[src/rtl/gpio_pad_ctrl.sv]
// gpio_pad_ctrl: registered pad drive/OE per mode, synchronised and
// debounced pad input, sticky rise/fall edge interrupt flags.
module gpio_pad_ctrl #(
  parameter int NUM_GPIO        = 32,
  parameter int SYNC_STAGES     = 2,
  parameter int DEBOUNCE_CYCLES = 4,
  localparam int CNT_W =
    (DEBOUNCE_CYCLES < 1) ? 1 : $clog2(DEBOUNCE_CYCLES + 1)
) (
  input  logic                  clk,
  input  logic                  rst_n,
  input  logic [NUM_GPIO-1:0]   gpio_out_i,
  input  logic [NUM_GPIO-1:0]   gpio_dir_i,
  input  logic [2*NUM_GPIO-1:0] pad_mode_i,
  input  logic [NUM_GPIO-1:0]   pad_i,
  output logic [NUM_GPIO-1:0]   pad_o,
  output logic [NUM_GPIO-1:0]   pad_oe_o,
  output logic [NUM_GPIO-1:0]   gpio_in_o,
  input  logic [NUM_GPIO-1:0]   irq_rise_en_i,
  input  logic [NUM_GPIO-1:0]   irq_fall_en_i,
  input  logic [NUM_GPIO-1:0]   irq_clr_i,
  output logic [NUM_GPIO-1:0]   irq_status_o,
  output logic                  irq_o
);

  logic [NUM_GPIO-1:0] pad_d, pad_q;
  logic [NUM_GPIO-1:0] oe_d, oe_q;
  logic [NUM_GPIO-1:0] sync_q [SYNC_STAGES];
  logic [NUM_GPIO-1:0] sync_n;
  logic [NUM_GPIO-1:0] in_d, in_q;
  logic [NUM_GPIO-1:0] prev_q;
  logic [NUM_GPIO-1:0] stat_d, stat_q;
  logic                irq_q;

  always_comb begin
    pad_d = '0;
    oe_d  = '0;
    for (int i = 0; i < NUM_GPIO; i++) begin
      unique case (1'b1)
        pad_mode_i[2*i+:2] == 2'b01: begin
          pad_d[i] = 1'b0;
          oe_d[i]  = gpio_dir_i[i] & ~gpio_out_i[i];
        end
        pad_mode_i[2*i+:2] == 2'b10: begin
          pad_d[i] = gpio_out_i[i];
          oe_d[i]  = 1'b0;
        end
        default: begin
          pad_d[i] = gpio_out_i[i];
          oe_d[i]  = gpio_dir_i[i];
        end
      endcase
    end
  end

  always_ff @(posedge clk or negedge rst_n) begin
    if (!rst_n) begin
      pad_q <= '0;
      oe_q  <= '0;
    end else begin
      pad_q <= pad_d;
      oe_q  <= oe_d;
    end
  end

  always_ff @(posedge clk or negedge rst_n) begin
    if (!rst_n) begin
      for (int s = 0; s < SYNC_STAGES; s++) sync_q[s] <= '0;
    end else begin
      sync_q[0] <= pad_i;
      for (int s = 1; s < SYNC_STAGES; s++) sync_q[s] <= sync_q[s-1];
    end
  end

  assign sync_n = sync_q[SYNC_STAGES-1];

  if (DEBOUNCE_CYCLES == 0) begin : g_nodeb
    assign in_d = sync_n;
  end else begin : g_deb
    localparam logic [CNT_W-1:0] CNT_MAX = CNT_W'(DEBOUNCE_CYCLES - 1);
    logic [CNT_W-1:0] cnt_d [NUM_GPIO];
    logic [CNT_W-1:0] cnt_q [NUM_GPIO];

    // Counter tops out at CNT_MAX, where it either commits or clears.
    always_comb begin
      in_d = in_q;
      for (int i = 0; i < NUM_GPIO; i++) begin
        cnt_d[i] = '0;
        if (sync_n[i] != in_q[i]) begin
          if (cnt_q[i] == CNT_MAX) in_d[i] = sync_n[i];
          else cnt_d[i] = cnt_q[i] + CNT_W'(1);
        end
      end
    end

    always_ff @(posedge clk or negedge rst_n) begin
      if (!rst_n) begin
        for (int i = 0; i < NUM_GPIO; i++) cnt_q[i] <= '0;
      end else begin
        for (int i = 0; i < NUM_GPIO; i++) cnt_q[i] <= cnt_d[i];
      end
    end
  end

  // Set has priority over a same-cycle clear.
  assign stat_d = (stat_q & ~irq_clr_i)
                | (in_q & ~prev_q & irq_rise_en_i)
                | (~in_q & prev_q & irq_fall_en_i);

  always_ff @(posedge clk or negedge rst_n) begin
    if (!rst_n) begin
      in_q   <= '0;
      prev_q <= '0;
      stat_q <= '0;
      irq_q  <= 1'b0;
    end else begin
      in_q   <= in_d;
      prev_q <= in_q;
      stat_q <= stat_d;
      irq_q  <= |stat_q;
    end
  end

  assign pad_o        = pad_q;
  assign pad_oe_o     = oe_q;
  assign gpio_in_o    = in_q;
  assign irq_status_o = stat_q;
  assign irq_o        = irq_q;

endmodule

[config.mk]
export PLATFORM = sky130hd
export DESIGN_NAME = gpio_pad_ctrl
export DESIGN_NICKNAME = d
export VERILOG_FILES = /design/src/rtl/gpio_pad_ctrl.sv
export SDC_FILE = /design/constraint.sdc
export NUM_CORES = 1
export LEC_CHECK = 0
export ABC_CLOCK_PERIOD_IN_PS = 1650
export CORE_UTILIZATION = 30
export DETAILED_ROUTE_END_ITERATION = 8
export GPL_ROUTABILITY_DRIVEN = 0
export GPL_TIMING_DRIVEN = 0
export PLACE_DENSITY = 0.62
export RECOVER_POWER = 100
export SYNTH_ARGS = -nofsm -noshare
export SYNTH_HDL_FRONTEND = slang
export SYNTH_SLANG_ARGS = --single-unit
[constraint.sdc]
create_clock -name clk -period 1.65 [get_ports clk]
set_input_delay 0.2475 -clock clk [delete_from_list [all_inputs] [get_ports clk]]
set_output_delay 0.2475 -clock clk [all_outputs]
set_load 0.02 [all_outputs]
Word-level counts from Yosys, hierarchy flattened
Index checks and enable logic that the tools add are counted.
- add/subtract/negate cells: 32
- equal/unequal tests: 128
- multiplexer cells: 128
- bitwise gates (word level): 74
- reduce and logical (&&, ||, !) cells: 33
- operators by type and width (kind ; count):
    $mux 3 ; 64
    $and 32x32->32 ; 5
    $add 3x1->3 const B ; 32
    $eq 3x2->1 const B ; 32
    $not 32->32 ; 3
    $eq 2x1->1 const B ; 32
    $eq 2x2->1 const B ; 32
    $or 32x32->32 ; 2
    $pmux 1 s2 ; 32
    $reduce_and 2->1 ; 32
    $and 1x1->1 ; 32
    $mux 1 ; 32
    $ne 1x1->1 ; 32
    $not 1->1 ; 32
    $reduce_or 32->1 ; 1
- flip-flop bits (word level): 321
- output and inout bits: 129

Depth between registers and ports, before layout
Gate-level depths: netlist of run 1.
- word-level depth: 5
- depth in mapped cells: 4
- depth with buffers taken out: 4

Worst setup path before layout of run 1
OpenSTA, ideal clock, no wires.
- path type: reg-to-reg
- start point: register stat_q[2], in the netlist irq_status_o[2]
- end point: register irq_q, in the netlist irq_o
- data arrival time: 1037 ps
- data required time: 1526 ps
- setup slack: 489 ps
- stages on the path, launching flop included: 4
- clock period less this slack: 1161 ps
- cell sequence: dfrtp_1 nor4_1 nand4_1 or2_1
- cells in the longest elaborated chain, start to end: 1
- ends and longest elaborated chain (element ; line ; RTL):
    start: declaration ; 32 ; logic [NUM_GPIO-1:0] stat_d, stat_q;
    start signal: assignment ; 119 ; stat_q <= stat_d;
    $reduce_or 32->1 ; 120 ; irq_q <= |stat_q;
    end signal: assignment ; 120 ;
    end: declaration ; 33 ; logic irq_q;
Every way passes these cells.
A chain may end at the register's enable or synchronous reset.

Worst setup path after layout of run 1
- start point: register in_q[29], in the netlist gpio_in_o[29]
- end point: output gpio_in_o[29]
- RTL lines (element ; line ; RTL):
    start: declaration ; 30 ; logic [NUM_GPIO-1:0] in_d, in_q;
    start signal: assignment ; 117 ; in_q <= in_d;
    end: declaration ; 18 ; output logic [NUM_GPIO-1:0] gpio_in_o,
No word-level cell between the ends.

==> reports/results.txt, run 1 <==
area of the multi-input gates = 3810 um2
clk buf depth = 3
Flop pwr share = 44.1%
initial antenna violation count = 4
fin crit period = 1.58 ns
crit path kind = flop to primary output
final hold viol count = 0
io pins = 387
Die Area = 40600 um2
drt pass-1 iters = 4
routed length per instance = 14.5 um
number of setup violations in the final report = 0
Hold Crit Class = input pin to flop
family with the most delay on the worst path = flip-flops
TritonCTS clock tree = yes
hpwl dp = 19.8 mm
maximum level of the CTS H-tree = 2
layout cells sized above 1 = 8.11%
net switching power = 7.81 mW
origin of the worst setup path = gpio_in_o[29]
FF-to-FF End = irq_o
Starting Density = 30.6%
Synth Area in Compound Gates = 4.06%
drt initial violations = 191
slowest CP cell = dfrtp_1
Die W = 202 um
P_leak = 8.02 nW
top cell type by total area after synthesis = dfrtp_1
worst slew pin tran = 0.692 ns
Gate power share = 24.6%
r2r worst-path depth = 3
worst-skew pair later-pin latency = 0.52 ns
Max Cap Viol = 0
worst-path cell chain = dlygate4sd2_1
switching part of the total = 30.1%
Peak VDD IR = 0.000705 V
Simple-Gate Fraction of Synth Area = 15.5%
vias = 7880
RSZ-0062 raised after global routing = true
TritonCTS Buffers = 37
# rows = 72
first-pass GRT wire length = 42.7 mm
Final period util = 96.0%
GRT Total Usage = 13.4%
Cell Area, Synth = 12000 um2
synth top area cells = dfrtp_1, ha_1, nor2b_1
Max-slew headroom = 53.9%
DRC viols = 0
Final Max Tran Viols = 0
synthesized area per cell = 14.2 um2
Fmax = 631 MHz
worst path required time = 1.40 ns
Worst R2R Start = irq_status_o[19]
Levels on crit path = 1
Yosys reg bits = 321
Critical Path End Type = primary output
Synth cell types = 20
chip height = 202 um
Yosys top cell area share = 67.2%
Avg Vias per Cell = 4.34
combinational family with the most area after synthesis = simple AND/OR/NAND/NOR gates
startpoint type of the worst setup path = flop
Synth Area in Adders = 6.70%
most common cell after layout, fill and taps aside = dfrtp_1
# fillers = 3617
YS warnings = 0
synthesis-to-layout area growth = 47.3%
final net count = 1594
GR Util met3 = 6.07%
cells after synthesis = 844
DRT antenna net count = 0
busiest grt layer = met2
Clk pin slew, worst setup/hold paths = 0.06 ns
grt met1 use = 15.1%
WP data arrival = 1.34 ns
most frequent cells in the layout = dfrtp_1, clkdlybuf4s50_1, dlygate4sd2_1, nor2b_1, dlygate4sd3_1
Root Driver = clkbuf_16
grt ovf = 0
CTS sink count = 321
Final Util = 45.1%
status = completed
clock network power share = 31.3%
Sequential Area = 8040 um2
CP max FO = 6
IO buf count = 386
hold slack = 0.253 ns
Critical path destination = gpio_in_o[29]
Post-Route Skew = 0.00708 ns
grt met2 use = 21.8%
mux share of post-synthesis cell area = 3.02%
synthesized net count = 1166
R2R setup slack = 0.16 ns
sequential-to-total area share from yosys stat = 67.2%
Largest stage delay, worst path = 0.46 ns
xor/xnor share of the synthesized area = 2.35%
Worst Path Buf+Inv = 1
P per Cell Area = 1480 nW/um2
Cell Int Power = 18.2 mW
Core ar. = 39000 um2
largest net degree at the start of global routing = 123
Post-CTS Setup Inserts = 0
vias in the first global route = 8385
final WL = 26.3 mm
-- cell usage after synthesis --
cell type / n
nor3_1: 29
o21a_1: 32
o221ai_1: 4
nor4_2: 1
and3b_1: 3
nand2_1: 32
or2_1: 1
mux2_2: 32
nand4_1: 2
nand3b_1: 32
nand2b_1: 28
nor2b_1: 102
nor3b_1: 55
nor4_1: 7
o211ai_1: 28
inv_1: 36
xnor2_1: 32
ha_1: 64
or2b_1: 3
dfrtp_1: 321
-- what timing repair did --
action,CTS,global route
resized for setup,148,23
hold buffers,1,0
setup endpoints to repair,130,140
endpoints found under the hold margin,112,0
gates cloned,0,0
-- sequential cells by signal, summed over array words and instances (netlist names) --
register and cells:
g_deb.cnt_q 96, gpio_in_o 32, irq_o 1, irq_status_o 32, pad_o 32, pad_oe_o 32
prev_q 32, sync_n 32, sync_q 32
-- worst min path at each step --
stage	slack, ns	depth (start not counted)	endpoint	startpoint
finish	0.25	2	pad_oe_o[17]	gpio_dir_i[17]
global route	0.23	2	pad_oe_o[18]	gpio_dir_i[18]
CTS	0.12	1	sync_q[51]	pad_i[19]
detailed placement	0.33	0	sync_n[10]	sync_q[42]
global placement	0.33	0	sync_n[3]	sync_q[35]
floorplan	-0.05	0	g_deb.cnt_q[0]	rst_n
-- area by class of cell --
| cell class | count | area share, % |
|---|---|---|
| Tap cell | 518 | 3.68 |
| Multi-Input combinational cell | 487 | 21.7 |
| Timing Repair Buffer | 389 | 21.3 |
| Clock inverter | 10 | 0.739 |
| Sequential cell | 321 | 45.7 |
| Clock buffer | 52 | 6.21 |
| Inverter | 36 | 0.768 |
| Antenna cell | 2 | 0.0284 |
-- logic make-up (layout without fill, tap and decap cells) --
logic type                 Yosys count  count (layout)
other                                0               2
buffers and inverters               36             487
AOI/OAI and AO/OA                   64              64
adders and majority gates           64              64
and+or+nand+nor                    295             295
xor gates and xnor gates            32              32
DFF                                321             321
muxes                               32              32
-- through the flow --
| step | TNS [ns] | cells | worst slack (ns) | cell area, um2 | power [mW] |
|---|---|---|---|---|---|
| 3_5_place_dp | -0.204 | 1750 | -0.204 | 16500 | 18.8 |
| 2_1_floorplan | 0 | 844 | 0.489 | 12000 | 15.1 |
| 4_1_cts | -0.0889 | 1813 | -0.0767 | 17600 | 26.6 |
| 3_3_place_gp | -4381.06 | 1748 | -13.69 | 16500 | 18.5 |
| 5_1_grt | -0.0220 | 1814 | -0.0116 | 17600 | 27.7 |
| 6_report | 0 | 1815 | 0.0663 | 17600 | 26.0 |
-- power groups by stage --
stage / registers, mW / clock network (mW) / logic (mW)
after floorplan: 12.3 / 0 / 2.81
after global placement: 11.6 / 0 / 6.98
after detailed placement: 11.6 / 0 / 7.17
after CTS: 11.5 / 8.49 / 6.63
after global routing: 11.8 / 8.78 / 7.16
final: 11.5 / 8.12 / 6.39
-- metal layers --
| metal | share of wire, % | vias to the layer above |
|---|---|---|
| li1 | - | 3763 |
| met1 | 39 | 3793 |
| met4 | 2.5 | 4 |
| met5 | 0.13 | - |
| met3 | 10 | 43 |
| met2 | 48 | 277 |
No activity file was read; power rests on OpenSTA's default activity.
==> run 2: changes to the inputs <==
--- a/config.mk
+++ b/config.mk
@@ -6,12 +6,15 @@
 export NUM_CORES = 1
 export LEC_CHECK = 0
 export ABC_CLOCK_PERIOD_IN_PS = 1650
+export CORE_MARGIN = 5
 export CORE_UTILIZATION = 30
 export DETAILED_ROUTE_END_ITERATION = 8
 export GPL_ROUTABILITY_DRIVEN = 0
 export GPL_TIMING_DRIVEN = 0
 export PLACE_DENSITY = 0.62
 export RECOVER_POWER = 100
+export SKIP_CTS_REPAIR_TIMING = 1
 export SYNTH_ARGS = -nofsm -noshare
 export SYNTH_HDL_FRONTEND = slang
 export SYNTH_SLANG_ARGS = --single-unit
+export TNS_END_PERCENT = 50
==> run 2 against run 1 <==
Compared with the run above:
- the run now ends with negative hold slack left
- first-iteration DRC count is 26% higher
- maximum frequency up 2.4%
- register-to-register slack improved by 0.06 ns
- clock skew increased by 0.0088 ns
- critical path type unchanged
==> reports/results.txt, run 2 (same netlist as run 1, synthesis figures left out) <==
first-pass GRT wire length = 44.5 mm
post-route cell area = 17000 um2
Starting Density = 30.2%
hold slack = -0.251 ns
slowest CP cell = dfrtp_1
worst-path cell chain = clkbuf_1
layout cells sized above 1 = 7.86%
placed cell count = 1757
final WL = 27.5 mm
# rows = 73
drt pass-1 iters = 4
vias in the first global route = 8597
P_leak = 7.46 nW
Max Cap Viol = 0
Clk pin slew, worst setup/hold paths = 0.06 ns
Max-slew headroom = 52.1%
chip height = 210 um
vias = 7923
fin crit period = 1.55 ns
routed length per instance = 15.0 um
GRT Total Usage = 12.6%
final net count = 1593
Avg Vias per Cell = 4.34
Finished Layout Cells = 1827
drt initial violations = 241
synthesis-to-layout area growth = 42.1%
Final Max Tran Viols = 0
Post-Route Skew = 0.0158 ns
most common cell after layout, fill and taps aside = dfrtp_1
initial antenna violation count = 3
failing checks = negative hold slack
Largest stage delay, worst path = 0.46 ns
Die Area = 43900 um2
Largest Register = g_deb.cnt_q
family with the most delay on the worst path = flip-flops
Peak VDD IR = 0.000720 V
clk buf depth = 3
worst path required time = 1.40 ns
number of setup violations in the final report = 0
DRC viols = 0
TritonCTS Buffers = 37
Critical Path End Type = primary output
Pwr Total = 25.4 mW
# fillers = 3738
grt ovf = 0
crit path kind = flop to primary output
most frequent cells in the layout = dfrtp_1, clkdlybuf4s50_1, clkbuf_1, nor2b_1
worst-skew pair later-pin latency = 0.53 ns
maximum level of the CTS H-tree = 2
final hold viol count = 96
Root Driver = clkbuf_16
worst slew pin tran = 0.718 ns
P per Cell Area = 1500 nW/um2
max FFs per register = 96
Core ar. = 39500 um2
DRT antenna net count = 0
CTS sink count = 321
RSZ-0062 raised after global routing = false
startpoint type of the worst setup path = flop
Fmax = 646 MHz
hpwl dp = 21.0 mm
CP max FO = 3
Final period util = 93.8%
Die W = 210 um
status = complete, but fails checks
TritonCTS clock tree = yes
IO buf count = 386
largest net degree at the start of global routing = 121
WP data arrival = 1.30 ns
Post-DP Area = 16500 um2
Hold Crit Class = input pin to async pin
io pins = 387
Worst Path Buf+Inv = 1
run 2: cell type report:
type                    count  area, um2  area share, %
flip-flops and latches    321       8030           47.3
well taps                 525        657           3.87
inverters                  36        135          0.796
clock buffers              53       1100           6.47
diodes                      4       10.0         0.0589
clock inverters            13        100          0.589
multi-input cells         487       3820           22.5
repair buffers            388       3130           18.4
run 2: metrics by stage:
step / TNS [ns] / worst slack, ns / utilization, %
final: 0 / 0.103 / 42.9
after floorplan: 0 / 0.489 / -
after global routing: 0 / 0.00185 / 42.9
after detailed placement: -33.27 / -0.289 / 41.8
after global placement: -4381.22 / -13.70 / 41.6
after CTS: -22.85 / -0.404 / 44.8
run 2: worst paths after layout:
| check | start | end | slack (ns) | cells past startpoint |
|---|---|---|---|---|
| worst max register to register | irq_status_o[19] | irq_o | 0.22 | 3 |
| max in group asynchronous | rst_n | prev_q[19] | 0.39 | 3 |
| min in group clk | gpio_dir_i[12] | pad_oe_o[12] | 0.24 | 2 |
| worst min-delay path | rst_n | g_deb.cnt_q[7] | -0.25 | 1 |
| worst max-delay path | irq_status_o[16] | irq_status_o[16] | 0.10 | 1 |
| worst min register to register | sync_q[42] | sync_n[10] | 0.34 | 0 |
run 2: per-layer routing:
metal,up-vias,part of all wire (%),GRT usage [%],routed length (um)
li1,3764,-,-,-
met1,3845,39,14.3,10700
met2,259,48,20.7,13300
met3,55,9.8,5.71,2690
met4,0,2.7,4.91,730
met5,-,0,0,0
run 2: where the power goes:
| part | internal, mW | switching (mW) |
|---|---|---|
| sequential | 9.86 | 1.65 |
| clock | 4.79 | 3.12 |
| combinational | 2.82 | 3.16 |
| total | 17.5 | 7.92 |
==> run 3: changes to the inputs <==
==> constraint.sdc (replaced) <==
create_clock -name clk -period 1.65 [get_ports clk]
set_input_delay 0.33 -clock clk [delete_from_list [all_inputs] [get_ports clk]]
set_output_delay 0.33 -clock clk [all_outputs]
set_load 0.02 [all_outputs]
==> run 3 against run 2 <==
Compared with the run above:
- the flow finishes with violations (negative hold slack, negative setup slack)
- sequential cell count did not move
- clock-buffer cell count is the same
- clock power about the same
- largest cell class unchanged
- largest power group unchanged
- highest routed layer unchanged
==> reports/results.txt, run 3 (same netlist as run 1, synthesis figures left out) <==
Max-slew headroom = 52.6%
R2R setup slack = -0.04 ns
Die Area = 43900 um2
# rows = 73
r2r worst-path depth = 3
net switching power = 7.85 mW
grt ovf = 0
DRT antenna net count = 0
drt pass-1 iters = 4
placed cell count = 1757
P_leak = 7.96 nW
IO buf count = 386
most frequent cells in the layout = dfrtp_1, clkdlybuf4s50_1, nor2b_1, clkbuf_1
final net count = 1593
routed length per instance = 15.0 um
FF-to-FF End = irq_o
CP max FO = 3
Final Max Tran Viols = 0
largest net degree at the start of global routing = 121
TritonCTS Buffers = 37
clock network power share = 30.7%
Finished Layout Cells = 1826
layout cells sized above 1 = 8.78%
chip height = 210 um
Clk pin slew, worst setup/hold paths = 0.06 ns
io pins = 387
worst path required time = 2.05 ns
switching part of the total = 30.5%
maximum level of the CTS H-tree = 2
Largest Register = g_deb.cnt_q
drt initial violations = 251
RSZ-0062 raised after global routing = true
post-route setup slack = -0.0382 ns
post-place setup slack = -0.372 ns
fin crit period = 1.69 ns
Gate power share = 24.9%
Flop pwr share = 44.4%
Worst R2R Start = irq_status_o[19]
clk buf depth = 3
Final Util = 43.6%
Core ar. = 39500 um2
worst-skew pair later-pin latency = 0.53 ns
Final period util = 102%
first-pass GRT wire length = 44.5 mm
Fmax = 592 MHz
P per Cell Area = 1490 nW/um2
initial antenna violation count = 3
Cell Int Power = 17.9 mW
GRT Total Usage = 12.6%
Starting Density = 30.2%
max FFs per register = 96
worst slew pin tran = 0.705 ns
TritonCTS clock tree = yes
CTS sink count = 321
WP data arrival = 2.09 ns
synthesis-to-layout area growth = 44.4%
vias in the first global route = 8597
# fillers = 3691
Pwr Total = 25.8 mW
Peak VDD IR = 0.000721 V
failing checks = negative hold slack, negative setup slack
Die W = 210 um
Root Driver = clkbuf_16
number of setup violations in the final report = 1
final WL = 27.4 mm
Max Cap Viol = 0
most common cell after layout, fill and taps aside = dfrtp_1
vias = 7917
Critical Path End Type = flop
Avg Vias per Cell = 4.34
startpoint type of the worst setup path = flop
Post-Route Skew = 0.0161 ns
final hold viol count = 96
DRC viols = 0
crit path kind = flop to flop
status = complete, but fails checks
Hold Crit Class = input pin to async pin
hpwl dp = 21.0 mm
hold slack = -0.241 ns
==> run 3: layout make-up <==
type / instances / area [um2] / share of cell area, %
antenna: 3 / 7.51 / 0.0435
inverter: 36 / 135 / 0.783
clock buffer: 53 / 1100 / 6.37
multi-input combinational: 487 / 3790 / 22.0
sequential: 321 / 8030 / 46.6
clock inverter: 13 / 100 / 0.580
tap: 525 / 657 / 3.81
timing repair buffer: 388 / 3430 / 19.9
==> run 3: power by group through the flow <==
stage	sequential (mW)	clock, mW	combinational (mW)
2_1_floorplan	12.3	0	2.81
6_report	11.4	7.90	6.41
3_5_place_dp	11.7	0	7.19
4_1_cts	11.5	8.26	7.22
3_3_place_gp	11.6	0	7.00
5_1_grt	11.8	8.62	7.17
==> run 3: layer usage <==
layer | GRT usage [%] | vias to the layer above | wire length (um) | share of wire, %
met2 | 20.7 | 264 | 13200 | 48
met4 | 4.91 | 0 | 763 | 2.8
met1 | 14.3 | 3829 | 10700 | 39
met5 | 0 | - | 0 | 0
met3 | 5.71 | 57 | 2700 | 9.9
li1 | - | 3767 | - | -
==> run 3: stage by stage <==
| step | setup TNS [ns] | cell area (um2) |
|---|---|---|
| 6_report | -0.0382 | 17300 |
| 5_1_grt | -0.308 | 17300 |
| 4_1_cts | -33.49 | 17700 |
| 3_5_place_dp | -43.17 | 16500 |
| 3_3_place_gp | -4407.70 | 16500 |
| 2_1_floorplan | 0 | 12000 |
==> run 3: critical path, stage by stage, from the launching register on <==
cell and delay [ns]:
dfrtp_1 0.41, nor4_1 0.65, nand4_1 0.24, or2_1 0.26
==> run 3: worst max-delay path by stage <==
stage,startpoint,end,slack (ns)
2_1_floorplan,irq_status_o[2],irq_o,0.49
3_3_place_gp,rst_n,pad_o[4],-13.78
3_5_place_dp,rst_n,pad_o[4],-0.37
4_1_cts,gpio_in_o[26],gpio_in_o[26],-0.49
5_1_grt,irq_status_o[19],irq_o,-0.23
6_report,irq_status_o[19],irq_o,-0.04
